File: src/rtl/serial_cmd_dispatcher.sv
// UART packet assembler and command dispatcher for the serial pattern channels.
// Collects 9-byte packets, issues start/stop strobes and a one-byte ACK/NAK reply.
module serial_cmd_dispatcher #(
    parameter int         DATA_BIT    = 32,
    parameter int         PACK_NUM    = 9,
    parameter int         CH_NUM      = 16,
    parameter int         TIMEOUT_CLK = 20000,
    parameter logic [7:0] ACK_BYTE    = 8'hA5,
    parameter logic [7:0] NAK_BYTE    = 8'hEE
) (
    input  logic                clk,
    input  logic                rst,
    input  logic [7:0]          i_rx_data,
    input  logic                i_rx_done_tick,
    input  logic [CH_NUM-1:0]   i_ch_busy,
    input  logic                i_tx_done_tick,
    output logic [DATA_BIT-1:0] o_out_pattern,
    output logic [DATA_BIT-1:0] o_freq_pattern,
    output logic                o_mode,
    output logic [CH_NUM-1:0]   o_start_tick,
    output logic [CH_NUM-1:0]   o_stop_tick,
    output logic                o_tx_start,
    output logic [7:0]          o_tx_data,
    output logic                o_timeout_tick
);

    localparam int SW   = 2 * DATA_BIT;
    localparam int CNTW = $clog2(PACK_NUM);
    localparam int TW   = $clog2(TIMEOUT_CLK);
    localparam int CHW  = $clog2(CH_NUM);

    typedef enum logic [1:0] {
        S_IDLE,
        S_COLLECT,
        S_DISPATCH
    } state_t;

    state_t              state_q, state_d;
    logic [CNTW-1:0]     cnt_q, cnt_d;
    logic [TW-1:0]       tmo_q, tmo_d;
    logic [SW-1:0]       shadow_q, shadow_d;
    logic                pend_q, pend_d;
    logic [DATA_BIT-1:0] outp_q, outp_d;
    logic [DATA_BIT-1:0] freq_q, freq_d;
    logic                mode_q, mode_d;
    logic [CH_NUM-1:0]   start_q, start_d;
    logic [CH_NUM-1:0]   stop_q, stop_d;
    logic                txs_q, txs_d;
    logic [7:0]          txd_q, txd_d;
    logic                tmo_tick_q, tmo_tick_d;

    logic                last_byte;
    logic                expire;
    logic                ok;
    logic [CHW-1:0]      ch;
    logic [1:0]          cmd;
    logic [CH_NUM-1:0]   one_hot;

    assign ch      = i_rx_data[7:4];
    assign cmd     = i_rx_data[1:0];
    assign one_hot = {{(CH_NUM-1){1'b0}}, 1'b1} << ch;

    assign last_byte = (state_q == S_COLLECT) && i_rx_done_tick
                       && (cnt_q == CNTW'(PACK_NUM - 1));
    // An arriving byte always beats the timeout in the same cycle
    assign expire    = (state_q == S_COLLECT) && !i_rx_done_tick
                       && (tmo_q == TW'(TIMEOUT_CLK - 1));

    always_ff @(posedge clk or posedge rst) begin
        if (rst) begin
            state_q    <= S_IDLE;
            cnt_q      <= '0;
            tmo_q      <= '0;
            shadow_q   <= '0;
            pend_q     <= 1'b0;
            outp_q     <= '0;
            freq_q     <= '0;
            mode_q     <= 1'b0;
            start_q    <= '0;
            stop_q     <= '0;
            txs_q      <= 1'b0;
            txd_q      <= '0;
            tmo_tick_q <= 1'b0;
        end else begin
            state_q    <= state_d;
            cnt_q      <= cnt_d;
            tmo_q      <= tmo_d;
            shadow_q   <= shadow_d;
            pend_q     <= pend_d;
            outp_q     <= outp_d;
            freq_q     <= freq_d;
            mode_q     <= mode_d;
            start_q    <= start_d;
            stop_q     <= stop_d;
            txs_q      <= txs_d;
            txd_q      <= txd_d;
            tmo_tick_q <= tmo_tick_d;
        end
    end

    always_comb begin
        state_d  = state_q;
        cnt_d    = cnt_q;
        tmo_d    = tmo_q;
        shadow_d = shadow_q;
        unique case (state_q)
            S_IDLE, S_DISPATCH: begin
                tmo_d = '0;
                if (i_rx_done_tick) begin
                    shadow_d = {i_rx_data, shadow_q[SW-1:8]};
                    cnt_d    = CNTW'(1);
                    state_d  = S_COLLECT;
                end else begin
                    cnt_d   = '0;
                    state_d = S_IDLE;
                end
            end
            S_COLLECT: begin
                if (i_rx_done_tick) begin
                    tmo_d = '0;
                    if (last_byte) begin
                        cnt_d   = '0;
                        state_d = S_DISPATCH;
                    end else begin
                        shadow_d = {i_rx_data, shadow_q[SW-1:8]};
                        cnt_d    = cnt_q + CNTW'(1);
                    end
                end else if (expire) begin
                    tmo_d   = '0;
                    cnt_d   = '0;
                    state_d = S_IDLE;
                end else begin
                    tmo_d = tmo_q + TW'(1);
                end
            end
            default: begin
                state_d = S_IDLE;
                cnt_d   = '0;
                tmo_d   = '0;
            end
        endcase
    end

    always_comb begin
        start_d    = '0;
        stop_d     = '0;
        txs_d      = 1'b0;
        txd_d      = txd_q;
        outp_d     = outp_q;
        freq_d     = freq_q;
        mode_d     = mode_q;
        tmo_tick_d = expire;
        ok         = 1'b0;
        if (last_byte) begin
            unique case (1'b1)
                cmd == 2'b01: begin
                    if (!i_ch_busy[ch]) begin
                        start_d = one_hot;
                        outp_d  = shadow_q[DATA_BIT-1:0];
                        freq_d  = shadow_q[SW-1:DATA_BIT];
                        mode_d  = i_rx_data[2];
                        ok      = 1'b1;
                    end
                end
                cmd == 2'b10: begin
                    stop_d = one_hot;
                    ok     = 1'b1;
                end
                cmd == 2'b11: begin
                    stop_d = '1;
                    ok     = 1'b1;
                end
                default: ok = 1'b0;
            endcase
            if (!pend_q) begin
                txs_d = 1'b1;
                txd_d = ok ? ACK_BYTE : NAK_BYTE;
            end
        end
        // A done tick coinciding with a fresh request does not clear it
        pend_d = txs_d | (pend_q & ~(i_tx_done_tick & ~txs_q));
    end

    assign o_out_pattern  = outp_q;
    assign o_freq_pattern = freq_q;
    assign o_mode         = mode_q;
    assign o_start_tick   = start_q;
    assign o_stop_tick    = stop_q;
    assign o_tx_start     = txs_q;
    assign o_tx_data      = txd_q;
    assign o_timeout_tick = tmo_tick_q;

endmodule

File: config.mk
export PLATFORM = sky130hd
export DESIGN_NAME = serial_cmd_dispatcher
export DESIGN_NICKNAME = d
export VERILOG_FILES = /design/src/rtl/serial_cmd_dispatcher.sv
export SDC_FILE = /design/constraint.sdc
export NUM_CORES = 1
export LEC_CHECK = 0
export ABC_CLOCK_PERIOD_IN_PS = 6800
export BUFFER_PORTS_ARGS = -buffer_cell sky130_fd_sc_hd__buf_2
export CAP_MARGIN = 5
export CORE_UTILIZATION = 56
export DETAILED_ROUTE_END_ITERATION = 8
export GPL_ROUTABILITY_DRIVEN = 0
export PLACE_DENSITY_LB_ADDON = 0.3
export SYNTH_ARGS = -nofsm -noshare
export SYNTH_HDL_FRONTEND = slang
export SYNTH_SLANG_ARGS = --single-unit
File: constraint.sdc
create_clock -name clk -period 6.8 [get_ports clk]
set_clock_uncertainty 0.15 [all_clocks]
set_input_delay 0.34 -clock clk [delete_from_list [all_inputs] [get_ports clk]]
set_output_delay 0.34 -clock clk [all_outputs]
set_load 0.05 [all_outputs]
==> results.json, run 1 <==
{
  "path_cells": "inv_1, ha_1, nand3b_1, nor3_4, nand3_2, o2bb2ai_4, buf_4, mux2_2",
  "synth_ff_type": "dfrtp_1",
  "regToRegSetupSlack_ps": 3780,
  "cts_sinks": 188,
  "path_depth": 8,
  "yosys.area.top_type": "dfrtp_1",
  "met3_length_um": 747,
  "wl_met1_um": 6160,
  "first_global_vias": 4552,
  "synth_area_um2": 7650,
  "cp_max_fo": 65,
  "cp-start-kind": "register",
  "outcome": "completed",
  "cpPeakStageDelay_ps": 830,
  "vias_per_cell": 5.31,
  "die_y_um": 119,
  "detail_route.wl_per_cell_um": 16.4,
  "core_um2": 13300,
  "cts_buffer_depth": 2,
  "cts_tree": "done",
  "combPwrFrac_pct": 9.1,
  "cp_num_buf_inv": 2,
  "drtAntennaViolNets": 0,
  "rr_startpoint": "cnt_q[0]$_DFFE_PP0P_",
  "yosysMostFrequentCell": "dfrtp_1",
  "dp_hpwl_um": 9140,
  "reg2reg_depth": 8,
  "initial_utilization_pct": 57.5,
  "cts_root_buf": "clkbuf_16",
  "drv_slew": 0,
  "fin_crit_sh_pct": 44.5,
  "grt-ovfl-total": 0,
  "p_leak_nw": 4.53,
  "synth_commonest_cells": "188 x dfrtp_1, 79 x mux2_2, 54 x nor2_1",
  "max_clock_freq_mhz": 331,
  "p_int_mw": 1.94,
  "switchingPower_uw": 605,
  "synth_top_area_share_pct": 61.5,
  "synth_seq_cells": 188,
  "relSlewSlack_pct": 23.8,
  "vias": 4446,
  "ys_types": 50,
  "r2r_end": "o_freq_pattern[26]$_DFFE_PP0P_",
  "final_core_util_pct": 67.3,
  "synth_nets": 554,
  "slowest_stage": "buf_4",
  "peakVddDrop_uv": 175,
  "area_delta_synth_final_pct": 17.0,
  "nNetsFinal": 682,
  "power.density_nw_per_um2": 285,
  "rsz0062_at_grt": "false",
  "wirelength_um": 13800,
  "grt_max_degree": 106,
  "finalCriticalPeriod_ps": 3020,
  "synth_edf_count": 0,
  "avgSynthCellArea_um2": 14.6,
  "synth_area_leaders": "dfrtp_1 61%, mux2_2 12%, mux2_4 9.8%, nor2_1 2.6%, buf_12 1.3%",
  "min_path_type": "in -> reg",
  "seq_area_frac_synth_pct": 61.5,
  "wl_met2_um": 6660,
  "clockPowerShare_pct": 39.3,
  "crit_path_end_kind": "register",
  "grt_usage_pct": 21.1,
  "insertion_delay_ps": 430,
  "synth_cells": 523,
  "crit_end": "o_freq_pattern[26]$_DFFE_PP0P_",
  "drt_iter0_markers": 271,
  "power_frac_seq_pct": 51.6,
  "path_clk_slew_ps": 70,
  "antenna_found_initial": 0,
  "ios": 135,
  "hold_viol_final": 0,
  "top_layer_used": "met4",
  "cts_buffers": 17,
  "io_buffers": 133,
  "cp_top_family": "buffers and inverters",
  "yosys_warnings": 0,
  "drive_above_1_share_pct": 45.9,
  "die_area_um2": 14100,
  "drtPass1Iterations": 5,
  "critPathArrivalTime_ps": 3190,
  "num_rows": 42,
  "n_antenna_cell": 0,
  "die_width_um": 119,
  "setup-violations-final": 0,
  "switching_share_pct": 23.8,
  "max_slew.worst_pin.slew_ps": 1140,
  "drc": 0,
  "path_class": "reg -> reg",
  "cp-startpoint": "cnt_q[0]$_DFFE_PP0P_",
  "htree_levels": 4,
  "postSynth.asyncResetShare_pct": 100,
  "required_ps": 6960,
  "grt_pass1_wl_um": 22900,
  "finalSetupTns_ps": 0,
  "maxCapViolCount": 0
}
## worst min-delay path by stage
| stage | startpoint | end | slack, ps | cells past startpoint |
|---|---|---|---|---|
| 6_report | i_rx_data[2] | o_mode$_DFFE_PP0P_ | 40 | 2 |
| 5_1_grt | i_rx_data[2] | o_mode$_DFFE_PP0P_ | 30 | 2 |
| 4_1_cts | i_rx_data[2] | o_mode$_DFFE_PP0P_ | 30 | 2 |
| 3_5_place_dp | tmo_q[0]$_DFF_PP0_ | tmo_q[0]$_DFF_PP0_ | 330 | 1 |
| 3_3_place_gp | tmo_q[0]$_DFF_PP0_ | tmo_q[0]$_DFF_PP0_ | 320 | 1 |
| 2_1_floorplan | tmo_q[0]$_DFF_PP0_ | tmo_q[0]$_DFF_PP0_ | 300 | 1 |
## per-stage QoR
stage	instances	cell area, µm²	worst slack [ps]	total power, mW	hold WS, ps
finish	838	8950	3780	2.55	41.8
CTS	838	8950	3790	2.57	31.0
floorplan	523	7650	1200	1.50	298
detailed placement	806	8340	3670	1.57	333
global route	838	8950	3630	2.65	29.9
global placement	806	8340	3770	1.55	315
## state kept, by name, summed over array words and instances (netlist names)
signal          flops
tmo_q              15
state_q             2
o_tx_data           3
cnt_q               4
shadow_q           64
o_timeout_tick      1
o_out_pattern      32
o_start_tick       16
o_tx_start          1
o_mode              1
o_freq_pattern     32
o_stop_tick        16
pend_q              1
## worst reg2reg max path: cells and delay by family (launching register included)
| kind | cells | cell delay [ps] |
|---|---|---|
| and+or+nand+nor | 3 | 620 |
| adders and majority gates | 1 | 140 |
| buffers and inverters | 2 | 920 |
| muxes | 1 | 500 |
| DFF | 1 | 430 |
| AOI/OAI and AO/OA | 1 | 160 |
## routing by layer
metal,vias to the layer above,global-route usage [%]
met5,-,0
met4,0,8.07
met3,16,5.75
met2,125,33.0
met1,2251,28.4
li1,2054,-
## placed cells by master (no fill, tap or decap), drive strengths merged, types with 2 or more instances in the layout
cell type and count:
dfrtp 188, buf 135, mux2 129, nor2 54
clkbuf 21, inv 14, a21oi 13, nand2 10
nand3 10, mux2i 8, xnor2 7, xor2 7
o21ai 5, nand3b 5, a31oi 4, nand4 4
nor3 4, ha 3, bufinv 3, a22oi 2
and2 2, nand2b 2, a22o 2, or2 2
nor2b 2, and4 2, o22ai 2, clkinv 2
dlygate4sd3 2, and2b 2
## power groups by stage
stage / sequential [mW] / clock [mW] / combinational, mW
2_1_floorplan: 1.32 / 0 / 0.177
3_3_place_gp: 1.33 / 0 / 0.224
3_5_place_dp: 1.34 / 0 / 0.234
4_1_cts: 1.32 / 1.02 / 0.236
5_1_grt: 1.33 / 1.06 / 0.254
6_report: 1.32 / 1.00 / 0.232
## kinds of logic (layout without fill, tap and decap cells)
family | count (synthesis) | in the layout | share of synthesized area [%]
flip-flops | 188 | 188 | 61.5
multiplexers | 137 | 137 | 22.5
AND/OR/NAND/NOR | 108 | 108 | 7.28
buffers and inverters | 39 | 178 | 3.76
AO/OA/AOI/OAI | 33 | 33 | 2.83
XOR/XNOR | 14 | 14 | 1.60
adder cells (fa/ha/maj) | 3 | 3 | 0.491
other | 1 | 1 | 0.0490
## what timing repair did
| item | CTS | global route |
|---|---|---|
| buffers inserted | 0 | 0 |
| hold endpoints to repair | 105 | 0 |
| hold buffers | 2 | 0 |
| endpoints found under the setup margin | 0 | 0 |
| gates resized for setup | 0 | 0 |
## area by class of cell
cell class	count	area, µm²
Fill cell	928	4340
Sequential cell	188	4700
Tap cell	176	220
Clock inverter	9	136
Multi-Input combinational cell	296	2680
Clock buffer	21	460
Inverter	11	48.8
Timing Repair Buffer	137	701
No activity file was read; power rests on OpenSTA's default activity.
==> inputs of run 2 (changes only) <==
--- a/config.mk
+++ b/config.mk
@@ -5,10 +5,10 @@
 export SDC_FILE = /design/constraint.sdc
 export NUM_CORES = 1
 export LEC_CHECK = 0
-export ABC_CLOCK_PERIOD_IN_PS = 6800
+export ABC_CLOCK_PERIOD_IN_PS = 2600
 export BUFFER_PORTS_ARGS = -buffer_cell sky130_fd_sc_hd__buf_2
 export CAP_MARGIN = 5
-export CORE_UTILIZATION = 56
+export CORE_UTILIZATION = 50
 export DETAILED_ROUTE_END_ITERATION = 8
 export GPL_ROUTABILITY_DRIVEN = 0
 export PLACE_DENSITY_LB_ADDON = 0.3
==> constraint.sdc (replaced) <==
create_clock -name clk -period 2.6 [get_ports clk]
set_clock_uncertainty 0.15 [all_clocks]
set_input_delay 0.13 -clock clk [delete_from_list [all_inputs] [get_ports clk]]
set_output_delay 0.13 -clock clk [all_outputs]
set_load 0.05 [all_outputs]
==> run 2 against run 1 <==
The run now ends with DRC left. Die area up 12%. Worst hold slack better by 18 ps. Sequential power rose to 2.6 times the previous value. Wire length up 4.2%.
==> results.json, run 2 (synthesized netlist as in run 1, its figures left out) <==
{
  "drtAntennaViolNets": 0,
  "finalCriticalPeriod_ps": 2280,
  "htree_levels": 4,
  "path_class": "reg -> reg",
  "drive_above_1_share_pct": 45.9,
  "maxCapViolCount": 0,
  "p_leak_nw": 4.59,
  "n_antenna_cell": 0,
  "initial_utilization_pct": 51.8,
  "largest_reg_flops": 64,
  "nNetsFinal": 697,
  "cts_buffer_depth": 2,
  "cts_sinks": 188,
  "slowest_stage": "dfrtp_1",
  "die_width_um": 126,
  "drv_slew": 0,
  "final_core_util_pct": 61.9,
  "first_global_vias": 4630,
  "cp-start-kind": "register",
  "core_um2": 14800,
  "drtPass1Iterations": 6,
  "setup-violations-final": 0,
  "power_mw": 6.57,
  "die_y_um": 126,
  "wirelength_um": 14400,
  "required_ps": 2750,
  "cp_max_fo": 39,
  "area_delta_synth_final_pct": 19.3,
  "dp_hpwl_um": 9470,
  "postCtsSetupRepairBufs": 0,
  "crit_path_end_kind": "register",
  "outcome": "finished with violations",
  "path_cells": "inv_1, ha_1, nand3b_1, nor3_4, nand3_2, o2bb2ai_4, buf_12, mux2_2",
  "antenna_found_initial": 0,
  "grt_usage_pct": 19.5,
  "cpPeakStageDelay_ps": 430,
  "drt_iter0_markers": 188,
  "drc": 8,
  "stdcell_count": 861,
  "dp.cells": 821,
  "min_path_type": "in -> reg",
  "ios": 135,
  "final_cell_mix": "188 x dfrtp_1, 133 x buf_2, 79 x mux2_2",
  "violations": "DRC",
  "peakVddDrop_uv": 445,
  "final_common_cell": "dfrtp_1",
  "detail_route.wl_per_cell_um": 16.7,
  "grt_pass1_wl_um": 24100,
  "cts-resized-gates": 0,
  "max_slew.worst_pin.slew_ps": 787,
  "relSlewSlack_pct": 47.5,
  "num_rows": 44,
  "cts_tree": "done",
  "top_register": "shadow_q",
  "grt_max_degree": 149,
  "grt-ovfl-total": 0,
  "power.density_nw_per_um2": 720,
  "vias_per_cell": 5.22,
  "critPathArrivalTime_ps": 2440,
  "cts_buffers": 17,
  "io_buffers": 133,
  "hold_viol_final": 0,
  "cts_root_buf": "clkbuf_16",
  "max_clock_freq_mhz": 438,
  "insertion_delay_ps": 420,
  "fin_crit_sh_pct": 87.9,
  "die_area_um2": 15800,
  "path_clk_slew_ps": 70,
  "vias": 4492,
  "rsz0062_at_grt": "false"
}
[run 2: routing by layer]
metal | wire length, µm | part of all wire, % | vias to the layer above | global-route usage, %
li1 | - | - | 2093 | -
met1 | 6580 | 46 | 2235 | 26.1
met2 | 6670 | 46 | 141 | 30.0
met3 | 845 | 5.9 | 23 | 6.24
met4 | 261 | 1.8 | 0 | 7.39
met5 | 0 | 0 | - | 0
[run 2: cell type report]
| class | count | area (µm²) |
|---|---|---|
| clock buffers | 19 | 433 |
| clock inverters | 11 | 135 |
| inverters | 11 | 45.0 |
| multi-input cells | 296 | 2680 |
| fillers | 1134 | 5630 |
| flip-flops and latches | 188 | 4700 |
| repair buffers | 152 | 896 |
| well taps | 184 | 230 |
[run 2: worst paths after layout]
check | startpoint | to | slack (ps) | cells past startpoint
max | cnt_q[0]$_DFFE_PP0P_ | o_freq_pattern[26]$_DFFE_PP0P_ | 320 | 8
max in group asynchronous | rst | shadow_q[45]$_DFFE_PP0P_ | 700 | 5
min | i_rx_data[0] | o_stop_tick[3]$_DFF_PP0_ | 60 | 3
min reg2reg | tmo_q[0]$_DFF_PP0_ | tmo_q[0]$_DFF_PP0_ | 330 | 1
min in group asynchronous | rst | tmo_q[7]$_DFF_PP0_ | 620 | 4
max reg2reg | cnt_q[0]$_DFFE_PP0P_ | o_freq_pattern[26]$_DFFE_PP0P_ | 320 | 8
[run 2: critical path: cells and delay by family (launching register included)]
family                     cells  cell delay, ps
buffers and inverters          2             380
AOI/OAI and AO/OA              1             230
muxes                          1             370
and+or+nand+nor                3             450
adders and majority gates      1             140
DFF                            1             430
[run 2: through the flow]
stage	setup WS [ps]	hold slack [ps]	area [µm²]	TNS, ps
global route	197	55.1	9130	0
finish	315	60.2	9130	0
floorplan	-100	128	7650	-18890
detailed placement	319	-107	8460	0
CTS	317	21.4	9130	0
global placement	341	-110	8460	0
[run 2: timing repair]
| item | CTS | global route |
|---|---|---|
| hold buffers | 10 | 0 |
| endpoints found under the hold margin | 211 | 0 |
| setup endpoints to repair | 0 | 0 |
[run 2: report_power, final]
| group | leakage (nW) | switching (mW) | internal, mW |
|---|---|---|---|
| clock network | 0.273 | 1.09 | 1.42 |
| logic | 1.84 | 0.307 | 0.317 |
| registers | 2.48 | 0.210 | 3.22 |
